$ cat src/rtl/sdram_pattern_tester.sv
// sdram_pattern_tester
// Pattern-based read/write checker for the FIFO-style user ports of sdram_top.
// Each pass writes TEST_LEN words, idles for GAP_CYCLES so the write FIFO can
// flush to SDRAM, reads the words back and compares them against the regenerated
// pattern. Odd passes invert the data so that stale contents are detected.
//
// Ports:
//   clk_50m, rst_n        clock (rising edge) and asynchronous active-low reset
//   sdram_init_done       controller ready; dropping it returns the tester to IDLE
//   mode[1:0]             0 INC, 1 WALK1, 2 LFSR, 3 NOT-INC, sampled at pass start
//   stop_on_err           end the run at the first mismatch
//   wr_ready, rd_ready    FIFO handshakes gating the strobes
//   wr_en, wr_data        write strobe and data
//   rd_en, rd_data        read strobe and data (valid RD_LATENCY cycles after rd_en)
//   port_load             LOAD_CYCLES-wide reload pulse at the start of each pass
//   error_flag, err_cnt   sticky mismatch flag and saturating mismatch count
//   pass_cnt              completed passes (wraps)
//   busy                  high outside IDLE and STOP
//
// Optional feature macro SDRAM_TEST_ERR_LOG_EN adds first_err_addr, first_exp and
// first_act, which capture the first mismatch after reset.
module sdram_pattern_tester #(
  parameter int          DW          = 16,
  parameter int          LEN_W       = 24,
  parameter int unsigned TEST_LEN    = 32'h0040_0000,
  parameter int          RD_LATENCY  = 1,
  parameter int unsigned GAP_CYCLES  = 1024,
  parameter int unsigned LOAD_CYCLES = 4,
  parameter int unsigned MAX_PASSES  = 0
) (
  input  logic             clk_50m,
  input  logic             rst_n,
  input  logic             sdram_init_done,
  input  logic [1:0]       mode,
  input  logic             stop_on_err,
  input  logic             wr_ready,
  input  logic             rd_ready,
  output logic             wr_en,
  output logic [DW-1:0]    wr_data,
  output logic             rd_en,
  input  logic [DW-1:0]    rd_data,
  output logic             port_load,
  output logic             error_flag,
  output logic [15:0]      err_cnt,
  output logic [3:0]       pass_cnt,
  output logic             busy
`ifdef SDRAM_TEST_ERR_LOG_EN
  ,
  output logic [LEN_W-1:0] first_err_addr,
  output logic [DW-1:0]    first_exp,
  output logic [DW-1:0]    first_act
`endif
);

  typedef enum logic [2:0] {S_IDLE, S_LOAD, S_WRITE, S_GAP, S_READ, S_DRAIN, S_STOP} state_t;

  localparam logic [15:0]      SEED       = 16'hACE1;
  localparam logic [LEN_W-1:0] LAST_IDX   = LEN_W'(TEST_LEN - 1);
  localparam logic [31:0]      LOAD_LAST  = (LOAD_CYCLES > 0) ? 32'(LOAD_CYCLES - 1) : 32'd0;
  localparam logic [31:0]      GAP_LAST   = (GAP_CYCLES > 0) ? 32'(GAP_CYCLES - 1) : 32'd0;
  // rd_en is registered, so the last compare lands RD_LATENCY cycles after the
  // first DRAIN cycle: DRAIN lasts RD_LATENCY+1 cycles.
  localparam logic [31:0]      DRAIN_LAST = 32'(RD_LATENCY);

  state_t            state_q, state_d;
  logic [LEN_W-1:0]  idx_q, idx_d;
  logic [15:0]       lfsr_q, lfsr_d;
  logic [1:0]        mode_q, mode_d;
  logic [31:0]       cnt_q, cnt_d;
  logic [31:0]       done_q, done_d;
  logic [3:0]        pass_cnt_q, pass_cnt_d;
  logic [15:0]       err_cnt_q, err_cnt_d;
  logic              error_flag_q, error_flag_d;
  logic              wr_en_q, wr_en_d;
  logic              rd_en_q, rd_en_d;
  logic              port_load_q, port_load_d;
  logic              busy_q, busy_d;
  logic [DW-1:0]     wr_data_q, wr_data_d;
  logic [DW-1:0]     rd_exp_q, rd_exp_d;
  logic [RD_LATENCY-1:0] pipe_vld_q, pipe_vld_d;
  logic [DW-1:0]     pipe_exp_q [RD_LATENCY];
  logic [DW-1:0]     pipe_exp_d [RD_LATENCY];
`ifdef SDRAM_TEST_ERR_LOG_EN
  logic [LEN_W-1:0]  rd_addr_q, rd_addr_d;
  logic [LEN_W-1:0]  pipe_addr_q [RD_LATENCY];
  logic [LEN_W-1:0]  pipe_addr_d [RD_LATENCY];
  logic [LEN_W-1:0]  first_err_addr_q, first_err_addr_d;
  logic [DW-1:0]     first_exp_q, first_exp_d;
  logic [DW-1:0]     first_act_q, first_act_d;
`endif

  logic [15:0]   lfsr_nxt;
  logic [DW-1:0] word;
  logic          mismatch;
  logic          abort;
  logic          start_pass;

  // The word for index i uses the LFSR value after it has been shifted for i.
  function automatic logic [DW-1:0] gen_pattern(input logic [1:0] m, input logic [LEN_W-1:0] i,
                                                input logic [15:0] l);
    logic [DW+LEN_W-1:0] ext;
    logic [DW-1:0]       inc;
    logic [DW-1:0]       walk;
    logic [DW-1:0]       lf;
    logic [LEN_W-1:0]    sh;
    ext  = {{DW{1'b0}}, i};
    inc  = ext[DW-1:0];
    sh   = i % LEN_W'(DW);
    walk = DW'(1) << sh;
    for (int b = 0; b < DW; b++) lf[b] = l[b % 16];
    case (m)
      2'd0:    return inc;
      2'd1:    return walk;
      2'd2:    return lf;
      default: return ~inc;
    endcase
  endfunction

  assign lfsr_nxt = {lfsr_q[0] ^ lfsr_q[2] ^ lfsr_q[3] ^ lfsr_q[5], lfsr_q[15:1]};
  assign word     = gen_pattern(mode_q, idx_q, lfsr_nxt) ^ {DW{pass_cnt_q[0]}};
  assign mismatch = pipe_vld_q[RD_LATENCY-1] && (pipe_exp_q[RD_LATENCY-1] != rd_data);
  assign abort    = !sdram_init_done && (state_q != S_IDLE) && (state_q != S_STOP);

  always_comb begin
    state_d      = state_q;
    idx_d        = idx_q;
    lfsr_d       = lfsr_q;
    mode_d       = mode_q;
    cnt_d        = cnt_q;
    done_d       = done_q;
    pass_cnt_d   = pass_cnt_q;
    err_cnt_d    = err_cnt_q;
    error_flag_d = error_flag_q;
    wr_en_d      = 1'b0;
    rd_en_d      = 1'b0;
    port_load_d  = 1'b0;
    wr_data_d    = wr_data_q;
    rd_exp_d     = rd_exp_q;
    start_pass   = 1'b0;
    // Expected-data pipe tracks issued reads until their data returns.
    pipe_vld_d[0] = rd_en_q;
    pipe_exp_d[0] = rd_exp_q;
    for (int k = 1; k < RD_LATENCY; k++) begin
      pipe_vld_d[k] = pipe_vld_q[k-1];
      pipe_exp_d[k] = pipe_exp_q[k-1];
    end
`ifdef SDRAM_TEST_ERR_LOG_EN
    rd_addr_d        = rd_addr_q;
    first_err_addr_d = first_err_addr_q;
    first_exp_d      = first_exp_q;
    first_act_d      = first_act_q;
    pipe_addr_d[0]   = rd_addr_q;
    for (int k = 1; k < RD_LATENCY; k++) pipe_addr_d[k] = pipe_addr_q[k-1];
    if (mismatch && !abort && !error_flag_q) begin
      first_err_addr_d = pipe_addr_q[RD_LATENCY-1];
      first_exp_d      = pipe_exp_q[RD_LATENCY-1];
      first_act_d      = rd_data;
    end
`endif

    if (mismatch && !abort) begin
      error_flag_d = 1'b1;
      if (err_cnt_q != 16'hFFFF) err_cnt_d = err_cnt_q + 16'd1;
    end

    case (state_q)
      S_IDLE: if (sdram_init_done) start_pass = 1'b1;
      S_LOAD: begin
        if (cnt_q == LOAD_LAST) begin
          state_d = S_WRITE;
        end else begin
          cnt_d       = cnt_q + 32'd1;
          port_load_d = 1'b1;
        end
      end
      S_WRITE: begin
        if (wr_ready) begin
          wr_en_d   = 1'b1;
          wr_data_d = word;
          idx_d     = idx_q + 1'b1;
          lfsr_d    = lfsr_nxt;
          if (idx_q == LAST_IDX) begin
            state_d = S_GAP;
            cnt_d   = 32'd0;
          end
        end
      end
      S_GAP: begin
        idx_d  = '0;
        lfsr_d = SEED;
        if (cnt_q == GAP_LAST) state_d = S_READ;
        else                   cnt_d   = cnt_q + 32'd1;
      end
      S_READ: begin
        if (rd_ready) begin
          rd_en_d  = 1'b1;
          rd_exp_d = word;
`ifdef SDRAM_TEST_ERR_LOG_EN
          rd_addr_d = idx_q;
`endif
          idx_d    = idx_q + 1'b1;
          lfsr_d   = lfsr_nxt;
          if (idx_q == LAST_IDX) begin
            state_d = S_DRAIN;
            cnt_d   = 32'd0;
          end
        end
      end
      S_DRAIN: begin
        if (cnt_q == DRAIN_LAST) begin
          pass_cnt_d = pass_cnt_q + 4'd1;
          done_d     = done_q + 32'd1;
          if ((MAX_PASSES != 0) && (done_d == 32'(MAX_PASSES))) state_d = S_STOP;
          else                                                  start_pass = 1'b1;
        end else begin
          cnt_d = cnt_q + 32'd1;
        end
      end
      default: ;
    endcase

    if (start_pass) begin
      state_d     = S_LOAD;
      port_load_d = 1'b1;
      cnt_d       = 32'd0;
      idx_d       = '0;
      mode_d      = mode;
      lfsr_d      = SEED;
    end

    // Controller loss and stop-on-error both abandon the pass without counting it.
    if (abort || (mismatch && stop_on_err)) begin
      state_d     = abort ? S_IDLE : S_STOP;
      wr_en_d     = 1'b0;
      rd_en_d     = 1'b0;
      port_load_d = 1'b0;
      pass_cnt_d  = pass_cnt_q;
      done_d      = done_q;
    end

    if ((state_d == S_IDLE) || (state_d == S_STOP)) pipe_vld_d = '0;
    busy_d = (state_d != S_IDLE) && (state_d != S_STOP);
  end

  always_ff @(posedge clk_50m or negedge rst_n) begin
    if (!rst_n) begin
      state_q      <= S_IDLE;
      idx_q        <= '0;
      lfsr_q       <= SEED;
      mode_q       <= 2'd0;
      cnt_q        <= 32'd0;
      done_q       <= 32'd0;
      pass_cnt_q   <= 4'd0;
      err_cnt_q    <= 16'd0;
      error_flag_q <= 1'b0;
      wr_en_q      <= 1'b0;
      rd_en_q      <= 1'b0;
      port_load_q  <= 1'b0;
      busy_q       <= 1'b0;
      wr_data_q    <= '0;
      rd_exp_q     <= '0;
      pipe_vld_q   <= '0;
      for (int k = 0; k < RD_LATENCY; k++) pipe_exp_q[k] <= '0;
`ifdef SDRAM_TEST_ERR_LOG_EN
      rd_addr_q        <= '0;
      first_err_addr_q <= '0;
      first_exp_q      <= '0;
      first_act_q      <= '0;
      for (int k = 0; k < RD_LATENCY; k++) pipe_addr_q[k] <= '0;
`endif
    end else begin
      state_q      <= state_d;
      idx_q        <= idx_d;
      lfsr_q       <= lfsr_d;
      mode_q       <= mode_d;
      cnt_q        <= cnt_d;
      done_q       <= done_d;
      pass_cnt_q   <= pass_cnt_d;
      err_cnt_q    <= err_cnt_d;
      error_flag_q <= error_flag_d;
      wr_en_q      <= wr_en_d;
      rd_en_q      <= rd_en_d;
      port_load_q  <= port_load_d;
      busy_q       <= busy_d;
      wr_data_q    <= wr_data_d;
      rd_exp_q     <= rd_exp_d;
      pipe_vld_q   <= pipe_vld_d;
      pipe_exp_q   <= pipe_exp_d;
`ifdef SDRAM_TEST_ERR_LOG_EN
      rd_addr_q        <= rd_addr_d;
      pipe_addr_q      <= pipe_addr_d;
      first_err_addr_q <= first_err_addr_d;
      first_exp_q      <= first_exp_d;
      first_act_q      <= first_act_d;
`endif
    end
  end

  assign wr_en      = wr_en_q;
  assign wr_data    = wr_data_q;
  assign rd_en      = rd_en_q;
  assign port_load  = port_load_q;
  assign error_flag = error_flag_q;
  assign err_cnt    = err_cnt_q;
  assign pass_cnt   = pass_cnt_q;
  assign busy       = busy_q;
`ifdef SDRAM_TEST_ERR_LOG_EN
  assign first_err_addr = first_err_addr_q;
  assign first_exp      = first_exp_q;
  assign first_act      = first_act_q;
`endif

endmodule

$ cat config.mk
export PLATFORM = sky130hd
export DESIGN_NAME = sdram_pattern_tester
export DESIGN_NICKNAME = d
export VERILOG_FILES = /design/src/rtl/sdram_pattern_tester.sv
export SDC_FILE = /design/constraint.sdc
export NUM_CORES = 1
export LEC_CHECK = 0
export ABC_AREA = 1
export CAP_MARGIN = 10
export CELL_PAD_IN_SITES_DETAIL_PLACEMENT = 1
export CELL_PAD_IN_SITES_GLOBAL_PLACEMENT = 1
export CORE_AREA = 2 2 140 142
export DETAILED_ROUTE_END_ITERATION = 10
export DIE_AREA = 0 0 142 144
export PLACE_DENSITY_LB_ADDON = 0.1
export SYNTH_ARGS = -nofsm -noshare
export SYNTH_HDL_FRONTEND = slang
export SYNTH_SLANG_ARGS = --single-unit
export TNS_END_PERCENT = 30
$ cat constraint.sdc
create_clock -name clk_50m -period 5 [get_ports clk_50m]
set_input_delay 0.75 -clock clk_50m [delete_from_list [all_inputs] [get_ports clk_50m]]
set_output_delay 0.75 -clock clk_50m [all_outputs]
set_load 0.01 [all_outputs]
# [After elaboration in Yosys (flattened, before gate mapping)]
# Index checks and enable logic that the tools add are counted.
[classes] n_reduce_logical=23 n_eq_ne=21 add_sub_neg=4 n_bitwise=6 shifts=1 mux=41
[op_table] operator="32-bit two-way mux" n=7
[op_table] operator="32-bit one-hot mux with 5 select lines" n=1
[op_table] operator="16-bit one-hot mux with 3 select lines" n=2
[op_table] operator="24-bit two-way mux" n=3
[op_table] operator="24-bit one-hot mux with 3 select lines" n=1
[op_table] operator="16-bit two-way mux" n=3
[op_table] operator="32-bit by 1-bit adder with 32-bit output, second input constant" n=1
[op_table] operator="32-bit by 1-bit == test with 1-bit output, second input constant" n=1
[op_table] operator="32-bit by 10-bit == test with 1-bit output, second input constant" n=1
[op_table] operator="32-bit by 2-bit == test with 1-bit output, second input constant" n=1
[op_table] operator="3-bit two-way mux" n=9
[op_table] operator="24-bit by 1-bit adder with 24-bit output, second input constant" n=1
[op_table] operator="24-bit by 22-bit == test with 1-bit output, second input constant" n=1
[op_table] operator="3-bit inequality test, second input constant" n=7
[op_table] operator="16-bit by 1-bit adder with 16-bit output, second input constant" n=1
[op_table] operator="16-bit inequality test" n=1
[op_table] operator="16-bit inequality test, second input constant" n=1
[op_table] operator="16-bit NOT" n=1
[op_table] operator="1-bit by 4-bit left shift with 16-bit output, first input constant" n=1
[op_table] operator="16-bit XOR" n=1
[op_table] operator="1-bit two-way mux" n=13
[op_table] operator="3-bit one-hot mux with 4 select lines" n=1
[op_table] operator="3-bit == test, second input constant" n=3
[op_table] operator="3-bit by 2-bit == test with 1-bit output, second input constant" n=2
[op_table] operator="other kinds (18)" n=32
[totals] register_bits=151 in_bits=24 word_cells=112

# [Depth between registers and ports, before layout]
# Gate-level depths: netlist (run 1).
[logic_depth] depth_word=9 depth_mapped=16

# [Least setup slack after synthesis (run 1)]
# OpenSTA, ideal clock, no wires.
[synth_timing] path_kind="input to register" startpoint="input rd_data[10]" endpoint="register pass_cnt_q[2], in the netlist pass_cnt[2]" required_time_ns=4.875 arrival_ns=1.835 path_slack_ns=3.039 path_buffers=0 stages=11 path_cell_list="nor2_1 -> nor2_1 -> nor2_1 -> nand2_1 -> nor2_1 -> nand2_1 -> nand3_1 -> nand2_1 -> nor2_1 -> nand2_1 -> xnor2_1"
[synth_between] elab_chain_len=6
[synth_rtl] item="start: declaration" line_no="41" source="input logic [DW-1:0] rd_data,"
[synth_rtl] item="16-bit inequality test" line_no="121" source="assign mismatch = pipe_vld_q[RD_LATENCY-1] && (pipe_exp_q[RD_LATENCY-1] != rd_data);"
[synth_rtl] item="1-bit logical AND" line_no="121"
[synth_rtl] item="1-bit logical AND" line_no="232" source="if (abort || (mismatch && stop_on_err)) begin"
[synth_rtl] item="1-bit logical OR" line_no="232"
[synth_rtl] item="1-bit NOT (no line)"
[synth_rtl] item="3-bit AND reduction (no line)"
[synth_rtl] item="end signal: assignment" line_no="278" source="pass_cnt_q <= pass_cnt_d;"
[synth_rtl] item="end: declaration" line_no="71" source="logic [3:0] pass_cnt_q, pass_cnt_d;"
# Every way passes these cells.
# A chain may end at the register's enable or synchronous reset.

# [Worst setup path in the final report (run 1)]
[layout_timing] startpoint="register idx_q[0]" endpoint="register cnt_q[10]"
[layout_between] elab_chain_len=5 elab_cells_between_ends=6 cone_classes="eq/ne (1); mux (5)"
[layout_rtl] item="start: declaration" line_no="66" source="logic [LEN_W-1:0] idx_q, idx_d;"
[layout_rtl] item="start signal: assignment" line_no="273" source="idx_q <= idx_d;"
[layout_rtl] item="24-bit by 22-bit == test with 1-bit output *" line_no="182, 203"
[layout_rtl] item="32-bit two-way mux *"
[layout_rtl] item="32-bit two-way mux (on tied branches)"
[layout_rtl] item="32-bit one-hot mux with 5 select lines *"
[layout_rtl] item="32-bit two-way mux *"
[layout_rtl] item="end signal: assignment" line_no="276" source="cnt_q <= cnt_d;"
[layout_rtl] item="end: declaration" line_no="69" source="logic [31:0] cnt_q, cnt_d;"
# Every way passes the cells marked *; elsewhere a longest branch is shown, timed or not. The select of a mux whose other input is x is not followed.

==> results of run 1 <==
==> layout make-up <==
cell class / instances / share of cell area (%)
clock inverters: 15 / 1.505
repair buffers: 68 / 6.626
well taps: 238 / 2.937
clock buffers: 17 / 4.195
multi-input cells: 854 / 42.12
inverters: 140 / 5.257
flip-flops and latches: 151 / 37.36
==> power by group through the flow <==
stage / logic [uW] / clock network [uW] / registers, uW
after global placement: 2650 / 0 / 2010
after global routing: 3040 / 1360 / 2070
final: 2730 / 1290 / 2020
after CTS: 2760 / 1310 / 2010
after detailed placement: 2720 / 0 / 2030
after floorplan: 1920 / 0 / 1940
==> critical path: stages (launching register included) <==
cell	delay [ns]
dfrtp_1	0.51
ha_1	0.33
nand3_1	0.21
inv_1	0.16
nand2_2	0.10
nor2_1	0.10
nand3_1	0.19
a21oi_2	0.24
nand2_4	0.22
inv_6	0.32
nand3_1	0.14
o21ai_1	0.11
==> routing by layer <==
| layer | track usage [%] | share of wire [%] | vias up |
|---|---|---|---|
| met4 | 9.368 | 2.4 | 0 |
| met3 | 4.007 | 3.2 | 41 |
| met5 | 0 | 0 | - |
| met1 | 34.06 | 46 | 3885 |
| met2 | 46.28 | 49 | 133 |
| li1 | - | - | 3882 |
==> registers in the layout, summed over array words and instances (netlist names) <==
| name | count |
|---|---|
| pipe_exp_d | 16 |
| wr_data | 16 |
| pipe_exp_q | 16 |
| pipe_vld_q | 1 |
| state_q | 3 |
| port_load | 1 |
| mode_q | 2 |
| pass_cnt | 4 |
| cnt_q | 32 |
| err_cnt | 16 |
| rd_en | 1 |
| wr_en | 1 |
| lfsr_q | 16 |
| error_flag | 1 |
| busy | 1 |
| idx_q | 24 |
==> layout by cell type, fill, tap and decap left out, types with 13 or more instances in the layout <==
cell type,netlist,final
a21oi_1,14,14
a22oi_1,13,13
clkbuf_16,0,17
clkdlybuf4s50_1,0,63
dfrtp_1,143,143
inv_1,129,129
nand2_1,359,359
nand3_1,42,42
nand4_1,26,26
nor2_1,129,129
nor3_1,53,53
o21ai_0,33,33
o21ai_1,34,34
xor2_1,58,58
==> Yosys cell counts, drive strengths merged, types with 4 or more instances <==
cell,instances,area [sq um]
a21oi,18,105.1
a22oi,13,97.59
buf,28,186.4
clkbuf,10,37.54
dfrtp,143,3578
dfstp,8,210.2
ha,10,125.1
inv,139,529.3
nand2,369,1425
nand3,45,240.2
nand4,26,162.7
nor2,136,538.0
nor3,57,305.3
nor4,9,62.56
o211ai,7,52.55
o21ai,67,335.3
o221ai,5,43.79
o22ai,10,62.56
or2,4,25.03
xnor2,8,70.07
xor2,58,508.0
==> final timing paths <==
path	cells past startpoint	end	start	slack (ns)
hold reg to reg	0	pipe_exp_q[3]	pipe_exp_d[3]	0.38
setup reg to reg	11	cnt_q[10]	idx_q[0]	2.28
hold / removal	1	pipe_exp_q[4]	rst_n	0.31
max in group asynchronous	2	err_cnt[1]	rst_n	3.63
min in group clk_50m	0	pipe_exp_q[3]	pipe_exp_d[3]	0.38
setup / recovery	11	cnt_q[10]	idx_q[0]	2.28
==> metrics by stage <==
step	hold slack (ns)	total power, uW
6_report	0.3137	6045
2_1_floorplan	0.3540	3863
3_3_place_gp	0.3585	4662
3_5_place_dp	0.3622	4753
5_1_grt	0.3633	6476
4_1_cts	0.3387	6082
==> cells by family (layout without fill, tap and decap cells) <==
group                    count (synthesis)  in the layout
AND/OR/NAND/NOR                        649            649
buffers and inverters                  178            240
XOR/XNOR                                66             66
flip-flops                             151            151
adder cells (fa/ha/maj)                 10             10
AO/OA/AOI/OAI                          129            129
==> flow_metrics.py, run 1 <==
metrics = {
    "worst_setup_path": {
        "endpoint_kind": "register",
        "required_ns": 5.36,
        "cp.arrival_ns": 3.08,
        "critPathMaxFanout": 40,
        "cp-start-kind": "register",
        "crit_type": "reg -> reg",
    },
    "sta": {
        "fin_crit_sh_pct": 54.48,
        "min_period_ns": 2.724,
        "finalHoldViolCount": 0,
        "grt_setup_unrepaired": "false",
        "worst_pin_slew_ns": 0.6500,
        "setup_ws_ns": 2.276,
        "slew_violations": 0,
        "max_freq_mhz": 367.1,
        "fin_skew_ns": 0.01064,
        "fin_tns_setup_ns": 0,
        "setup_viol": 0,
        "slew_headroom_pct": 56.67,
    },
    "grt": {
        "track_usage_pct": 26.66,
        "overflow": 0,
        "grt_max_degree": 69,
        "grt_pass1_vias": 8242,
        "grt_antenna_before_repair": 0,
        "grt_pass1_wl_microns": 42830,
    },
    "hold_path": {
        "min_path_type": "in -> async",
    },
    "yosys": {
        "synth_area_sq_um": 8816,
        "synth_nets": 1217,
        "ys.flop_type": "dfrtp_1",
        "synth_mux_area_share_pct": 0,
        "yosysSeqAreaShare_pct": 42.97,
        "synth_simple_gate_area_share_pct": 31.55,
        "synth_adder_area_share_pct": 1.419,
        "ys_ff_latch": 151,
        "synth_cell_types": 47,
        "synth_xor_area_share_pct": 6.557,
        "avgSynthCellArea_sq_um": 7.452,
        "synth_edf_count": 0,
        "yosys_warnings": 0,
        "ys_async_sr_fraction_pct": 100.0,
        "synth_top_family_by_area": "simple AND/OR/NAND/NOR gates",
        "synth_compound_area_share_pct": 8.913,
        "syn_inst": 1183,
    },
    "clocking": {
        "hold_buffers": 0,
        "cts-resized-gates": 0,
        "clk_pin_slew_ns": 0.07,
        "cts_tree": "yes",
        "htree_num_levels": 4,
        "numCtsBuffers": 17,
        "clockBufferDepth": 2,
        "clockRootBuffer": "clkbuf_16",
        "postCtsSetupRepairBufs": 0,
        "clock-sinks": 151,
        "clk_latency_ns": 0.43,
    },
    "routing": {
        "ant_nets": 0,
        "wire_per_inst_microns": 17.61,
        "drt_iter0_markers": 372,
        "drtPass1Iterations": 5,
        "drcViolationCount": 0,
        "vias_per_cell": 5.355,
        "num_vias": 7941,
        "wirelength_microns": 26110,
    },
    "die": {
        "initial_utilization_pct": 46.21,
        "rows": 51,
        "die-area_sq_um": 20450,
        "die_h_microns": 144,
        "die_w_microns": 142,
        "io_pins": 65,
        "core-area_sq_um": 19080,
    },
    "pwr": {
        "p_seq_share_pct": 33.4,
        "clkPwrFrac_pct": 21.4,
        "netSwitchingFraction_pct": 46.64,
        "internal_power_uw": 3226,
        "ir_worst_vdd_v": 0.0004588,
        "share_comb_of_total_power_pct": 45.2,
        "p_switching_uw": 2819,
        "power.density_nw_per_um2": 596.2,
        "leakagePower_uw": 0.004669,
    },
    "finish": {
        "n_antenna_cell": 0,
        "finalNetCount": 1266,
        "utilization_pct": 53.14,
        "fillers": 2406,
        "area_delta_synth_final_pct": 15.02,
        "postLayoutCellArea_sq_um": 10140,
        "regArea_sq_um": 3789,
        "drive_gt1_share_pct": 7.068,
        "final_cells": 1483,
        "multiInputGateArea_sq_um": 4270,
    },
    "placed_design": {
        "place_area_sq_um": 9562,
        "portBuffers": 64,
        "dp.cells": 1451,
        "gp_congestion": 0.9075,
        "hpwl_microns": 18980,
        "place_ws_ns": 2.185,
    },
    "status": {
        "status": "complete, no violations",
    },
    "job": {
        "max_cap_viol_count": 0,
    },
}
(Power assumes the default switching activity.)
==> inputs of run 2 (changes only) <==
CORE_AREA = 2 2 145 147   (was 2 2 140 142)
DIE_AREA = 0 0 147 149   (was 0 0 142 144)
clock period = 2.7 ns   (was 5 ns; I/O delays follow)
==> flow_metrics.py, run 2 (same netlist as run 1, synthesis figures left out) <==
metrics = {
    "pwr": {
        "p_switching_uw": 5137,
        "clkPwrFrac_pct": 21.1,
        "p_seq_share_pct": 32.7,
        "internal_power_uw": 6089,
        "leakagePower_uw": 0.004765,
        "share_comb_of_total_power_pct": 46.2,
        "netSwitchingFraction_pct": 45.76,
        "power.density_nw_per_um2": 1084,
        "ir_worst_vdd_v": 0.0006873,
    },
    "worst_setup_path": {
        "critPathSlowestCell": "dfrtp_1",
        "r2r-end": "idx_q[13]",
        "cp-start-kind": "register",
        "max_stage_delay_ns": 0.40,
        "path_buf_inv": 5,
        "cpLargestDelayFamily": "buffers and inverters",
        "critPathMaxFanout": 27,
        "crit_type": "reg -> reg",
        "required_ns": 3.00,
        "worst-r2r-cell-count": 13,
        "cp.arrival_ns": 2.58,
        "r2r_start": "cnt_q[1]",
        "crit_chain": "inv_1 > ha_1 > nand2_1 > inv_1 > nand3_1 > nor2_2 > nand3_2 > nand2_4 > buf_4 > inv_2 > buf_4 > nand4_1 > o21ai_0",
        "endpoint_kind": "register",
        "timing.reg2reg.setup_slack_ns": 0.42,
    },
    "clocking": {
        "clockRootBuffer": "clkbuf_16",
        "cts-resized-gates": 0,
        "clk_pin_slew_ns": 0.07,
        "numCtsBuffers": 17,
        "clockBufferDepth": 2,
        "clock-sinks": 151,
        "hold_buffers": 1,
        "cts_tree": "yes",
        "htree_num_levels": 4,
        "clk_latency_ns": 0.44,
        "postCtsSetupRepairBufs": 0,
    },
    "job": {
        "max_cap_viol_count": 0,
    },
    "grt": {
        "track_usage_pct": 24.95,
        "overflow": 0,
        "grt_pass1_vias": 8239,
        "grt_max_degree": 64,
        "grt_antenna_before_repair": 0,
        "grt_pass1_wl_microns": 43420,
    },
    "finish": {
        "fillers": 2639,
        "drive_gt1_share_pct": 8.386,
        "finalNetCount": 1285,
        "final_cell_mix": "359 x nand2_1, 143 x dfrtp_1, 129 x inv_1, 129 x nor2_1, 63 x clkdlybuf4s50_1",
        "final_common_cell": "nand2_1",
        "area_delta_synth_final_pct": 17.43,
        "postLayoutCellArea_sq_um": 10350,
        "final_cells": 1539,
        "top_regs": "cnt_q (32), idx_q (24)",
        "n_antenna_cell": 0,
        "largest_reg_flops": 32,
        "top_register": "cnt_q",
    },
    "sta": {
        "setup_viol": 0,
        "fin_skew_ns": 0.01687,
        "slew_headroom_pct": 56.64,
        "min_period_ns": 2.281,
        "fin_crit_sh_pct": 84.48,
        "grt_setup_unrepaired": "false",
        "finalHoldViolCount": 0,
        "max_freq_mhz": 438.4,
        "fin_tns_setup_ns": 0,
        "slew_violations": 0,
        "worst_pin_slew_ns": 0.6505,
    },
    "hold_path": {
        "worstHoldEndpoint": "pipe_exp_q[6]",
        "min_path_type": "reg -> reg",
        "whs_path_depth": 0,
        "hp-start": "pipe_exp_d[6]",
    },
    "placed_design": {
        "hpwl_microns": 19360,
        "place_area_sq_um": 9768,
        "portBuffers": 64,
        "dp.cells": 1506,
        "gp_congestion": 0.9226,
    },
    "die": {
        "die-area_sq_um": 21900,
        "initial_utilization_pct": 42.88,
        "io_pins": 65,
        "die_w_microns": 147,
        "core-area_sq_um": 20560,
        "die_h_microns": 149,
        "rows": 53,
    },
    "routing": {
        "wire_per_inst_microns": 17.12,
        "drt_iter0_markers": 399,
        "drtPass1Iterations": 7,
        "vias_per_cell": 5.209,
        "drcViolationCount": 0,
        "wirelength_microns": 26340,
        "ant_nets": 0,
        "num_vias": 8017,
    },
    "status": {
        "status": "complete, no violations",
    },
}
## run 2: cell types whose count changed in the layout (fill, tap and decap cells not counted)
cell | before | now
dlygate4sd3_1 | 0 | 1
buf_4 | 4 | 20
inv_8 | 2 | 1
clkinv_2 | 1 | 2
clkinvlp_4 | 1 | 3
buf_12 | 0 | 2
inv_6 | 10 | 8
clkinv_4 | 1 | 0
clkbuf_8 | 0 | 1
## run 2: power by group through the flow
stage | Clock (uW) | Sequential [uW] | Combinational [uW]
floorplan | 0 | 3600 | 3550
global placement | 0 | 3690 | 5060
detailed placement | 0 | 3710 | 5180
CTS | 2430 | 3670 | 5230
global route | 2500 | 3780 | 5760
finish | 2370 | 3670 | 5190
## run 2: layer usage
metal / share of wire (%) / global-route usage, % / wire (microns)
met1: 45 / 31.91 / 11930
met2: 50 / 44.15 / 13180
met3: 3.3 / 3.609 / 863
met4: 1.4 / 7.356 / 372
met5: 0 / 0 / 0
## run 2: worst max path at each step
stage,from,endpoint,slack (ns),cells after the start
floorplan,idx_q[0],cnt_q[9],0.85,12
global placement,rd_data[11],pass_cnt[2],0.33,13
detailed placement,rd_data[11],pass_cnt[3],0.23,13
CTS,cnt_q[1],lfsr_q[0],0.40,14
global route,cnt_q[1],idx_q[3],0.16,14
finish,cnt_q[1],idx_q[13],0.42,13
## run 2: final cells by class
type                       count  area [sq um]  area share, %
inverter                     140         533.0          5.149
clock buffer                  18         439.2          4.242
clock inverter                14         135.1          1.305
multi-input combinational    854          4270          41.25
timing repair buffer          87         842.1          8.134
tap                          275         344.1          3.324
sequential                   151          3789          36.60
## run 2: stage by stage
step / worst slack [ns] / power (uW) / utilization, % / hold WS (ns)
4_1_cts: 0.4014 / 11330 / 50.36 / 0.3809
3_3_place_gp: 0.3289 / 8754 / 47.52 / 0.3600
5_1_grt: 0.1638 / 12040 / 50.36 / 0.3882
2_1_floorplan: 0.8531 / 7154 / - / 0.1094
6_report: 0.4190 / 11230 / 50.36 / 0.3782
3_5_place_dp: 0.2271 / 8882 / 47.52 / 0.3649
==> inputs of run 3 (changes only) <==
clock period = 2.3 ns   (was 2.7 ns; I/O delays follow)
==> flow_metrics.py, run 3 (same netlist as run 1, synthesis figures left out) <==
metrics = {
    "worst_setup_path": {
        "critPathLaunch": "cnt_q[16]",
        "crit_type": "reg -> reg",
        "cp-start-kind": "register",
        "critPathSlowestCell": "dfrtp_1",
        "endpoint_kind": "register",
        "required_ns": 2.68,
        "crit_cells": 14,
        "max_stage_delay_ns": 0.43,
        "path_buf_inv": 3,
        "critPathMaxFanout": 16,
        "cp.arrival_ns": 2.55,
        "crit_chain": "nor2_1 > nand2_1 > nor2_1 > nand2_1 > inv_2 > nand3_2 > nand2_4 > buf_4 > a21oi_1 > nand2_1 > nand2_1 > nand3_1 > nand2_1 > inv_1",
        "r2r-end": "pipe_vld_q",
        "crit_top_cell": "nand2_1",
        "timing.reg2reg.setup_slack_ns": 0.13,
        "crit_end": "pipe_vld_q",
        "cpLargestDelayFamily": "simple AND/OR/NAND/NOR gates",
        "r2r_start": "cnt_q[16]",
        "worst-r2r-cell-count": 14,
    },
    "hold_path": {
        "min_path_type": "reg -> reg",
    },
    "sta": {
        "min_period_ns": 2.169,
        "setup_viol": 0,
        "holdWs_ns": 0.3746,
        "fin_crit_sh_pct": 94.32,
        "finalHoldViolCount": 0,
        "worst_pin_slew_ns": 0.5571,
        "slew_violations": 0,
        "grt_setup_unrepaired": "true",
        "max_freq_mhz": 461.0,
        "slew_headroom_pct": 62.82,
        "fin_skew_ns": 0.01349,
    },
    "routing": {
        "drcViolationCount": 0,
        "drtPass1Iterations": 4,
        "wirelength_microns": 26630,
        "num_vias": 8170,
        "ant_nets": 0,
        "vias_per_cell": 5.227,
        "wire_per_inst_microns": 17.03,
        "drt_iter0_markers": 307,
    },
    "grt": {
        "grt_max_degree": 52,
        "grt_pass1_vias": 8572,
        "grt_pass1_wl_microns": 44180,
        "overflow": 0,
        "grt_antenna_before_repair": 0,
        "track_usage_pct": 25.28,
    },
    "die": {
        "initial_utilization_pct": 42.88,
        "die_h_microns": 149,
        "io_pins": 65,
        "core-area_sq_um": 20560,
        "die-area_sq_um": 21900,
        "die_w_microns": 147,
        "rows": 53,
    },
    "finish": {
        "drive_gt1_share_pct": 10.09,
        "largest_reg_flops": 32,
        "top_regs": "cnt_q (32), idx_q (24)",
        "utilization_pct": 51.47,
        "finalNetCount": 1309,
        "n_antenna_cell": 0,
        "top_register": "cnt_q",
        "area_delta_synth_final_pct": 20.01,
        "final_cell_mix": "359 x nand2_1, 143 x dfrtp_1, 129 x inv_1, 129 x nor2_1, 63 x clkdlybuf4s50_1",
        "final_common_cell": "nand2_1",
    },
    "pwr": {
        "power.density_nw_per_um2": 1283,
        "leakagePower_uw": 0.004912,
        "ir_worst_vdd_v": 0.0008020,
    },
    "clocking": {
        "cts_tree": "yes",
        "numCtsBuffers": 17,
        "htree_num_levels": 4,
        "clk_pin_slew_ns": 0.07,
        "clock-sinks": 151,
        "clockRootBuffer": "clkbuf_16",
        "clockBufferDepth": 2,
        "clk_latency_ns": 0.44,
    },
    "job": {
        "max_cap_viol_count": 0,
    },
    "placed_design": {
        "hpwl_microns": 19950,
        "portBuffers": 64,
        "gp_congestion": 0.8934,
    },
    "status": {
        "status": "complete, no violations",
    },
}
run 3: worst register-to-register path, cell delays in order, from the launching register on:
cell and delay, ns:
dfrtp_1 0.43, nor2_1 0.13, nand2_1 0.08, nor2_1 0.16
nand2_1 0.16, inv_2 0.11, nand3_2 0.11, nand2_4 0.15
buf_4 0.28, a21oi_1 0.07, nand2_1 0.08, nand2_1 0.08
nand3_1 0.14, nand2_1 0.08, inv_1 0.06
run 3: layout make-up:
type	instances	area, sq um
Timing Repair Buffer	111	1047
Clock buffer	17	425.4
Inverter	140	538.0
Clock inverter	15	166.4
Fill cell	2585	9977
Sequential cell	151	3789
Tap cell	275	344.1
Multi-Input combinational cell	854	4270
run 3: per-stage QoR:
| stage | worst slack [ns] | area, sq um | cells | setup TNS [ns] | total power, uW |
|---|---|---|---|---|---|
| 3_3_place_gp | 0.1142 | 9973 | 1530 | 0 | 10530 |
| 4_1_cts | 0.1562 | 10580 | 1563 | 0 | 13650 |
| 6_report | 0.1307 | 10580 | 1563 | 0 | 13570 |
| 5_1_grt | -0.04179 | 10580 | 1563 | -0.1002 | 14570 |
| 3_5_place_dp | -0.02480 | 9973 | 1530 | -0.04122 | 10720 |
| 2_1_floorplan | 0.4531 | 8816 | 1183 | 0 | 8398 |
run 3: per-layer routing:
layer	wire length (microns)	vias to the layer above	GRT usage [%]	share of wire, %
li1	-	3969	-	-
met1	11660	4013	30.98	44
met2	13340	144	45.19	50
met3	928	44	4.098	3.5
met4	692	0	9.231	2.6
met5	0	-	0	0
run 3: worst min path at each step:
stage | startpoint | end | slack, ns | depth (start not counted)
3_3_place_gp | rst_n | pipe_exp_q[5] | 0.27 | 1
3_5_place_dp | rst_n | pipe_exp_q[1] | 0.27 | 1
2_1_floorplan | rst_n | busy | 0.05 | 0
6_report | pipe_exp_d[11] | pipe_exp_q[11] | 0.37 | 0
5_1_grt | pipe_exp_d[11] | pipe_exp_q[11] | 0.39 | 0
4_1_cts | rst_n | pipe_exp_q[1] | 0.38 | 2
run 3: report_power, final:
group	switching, uW	total [uW]	internal [uW]
Sequential	741	4320	3580
Clock	1260	2880	1620
Combinational	4140	6380	2240
run 3: repair_timing:
| action | 4_1_cts | 5_1_grt |
|---|---|---|
| setup buffers | 0 | 0 |
| gates resized for setup | 0 | 2 |
| hold endpoints to repair | 34 | 0 |
| hold buffers | 1 | 0 |
| endpoints found under the setup margin | 0 | 11 |
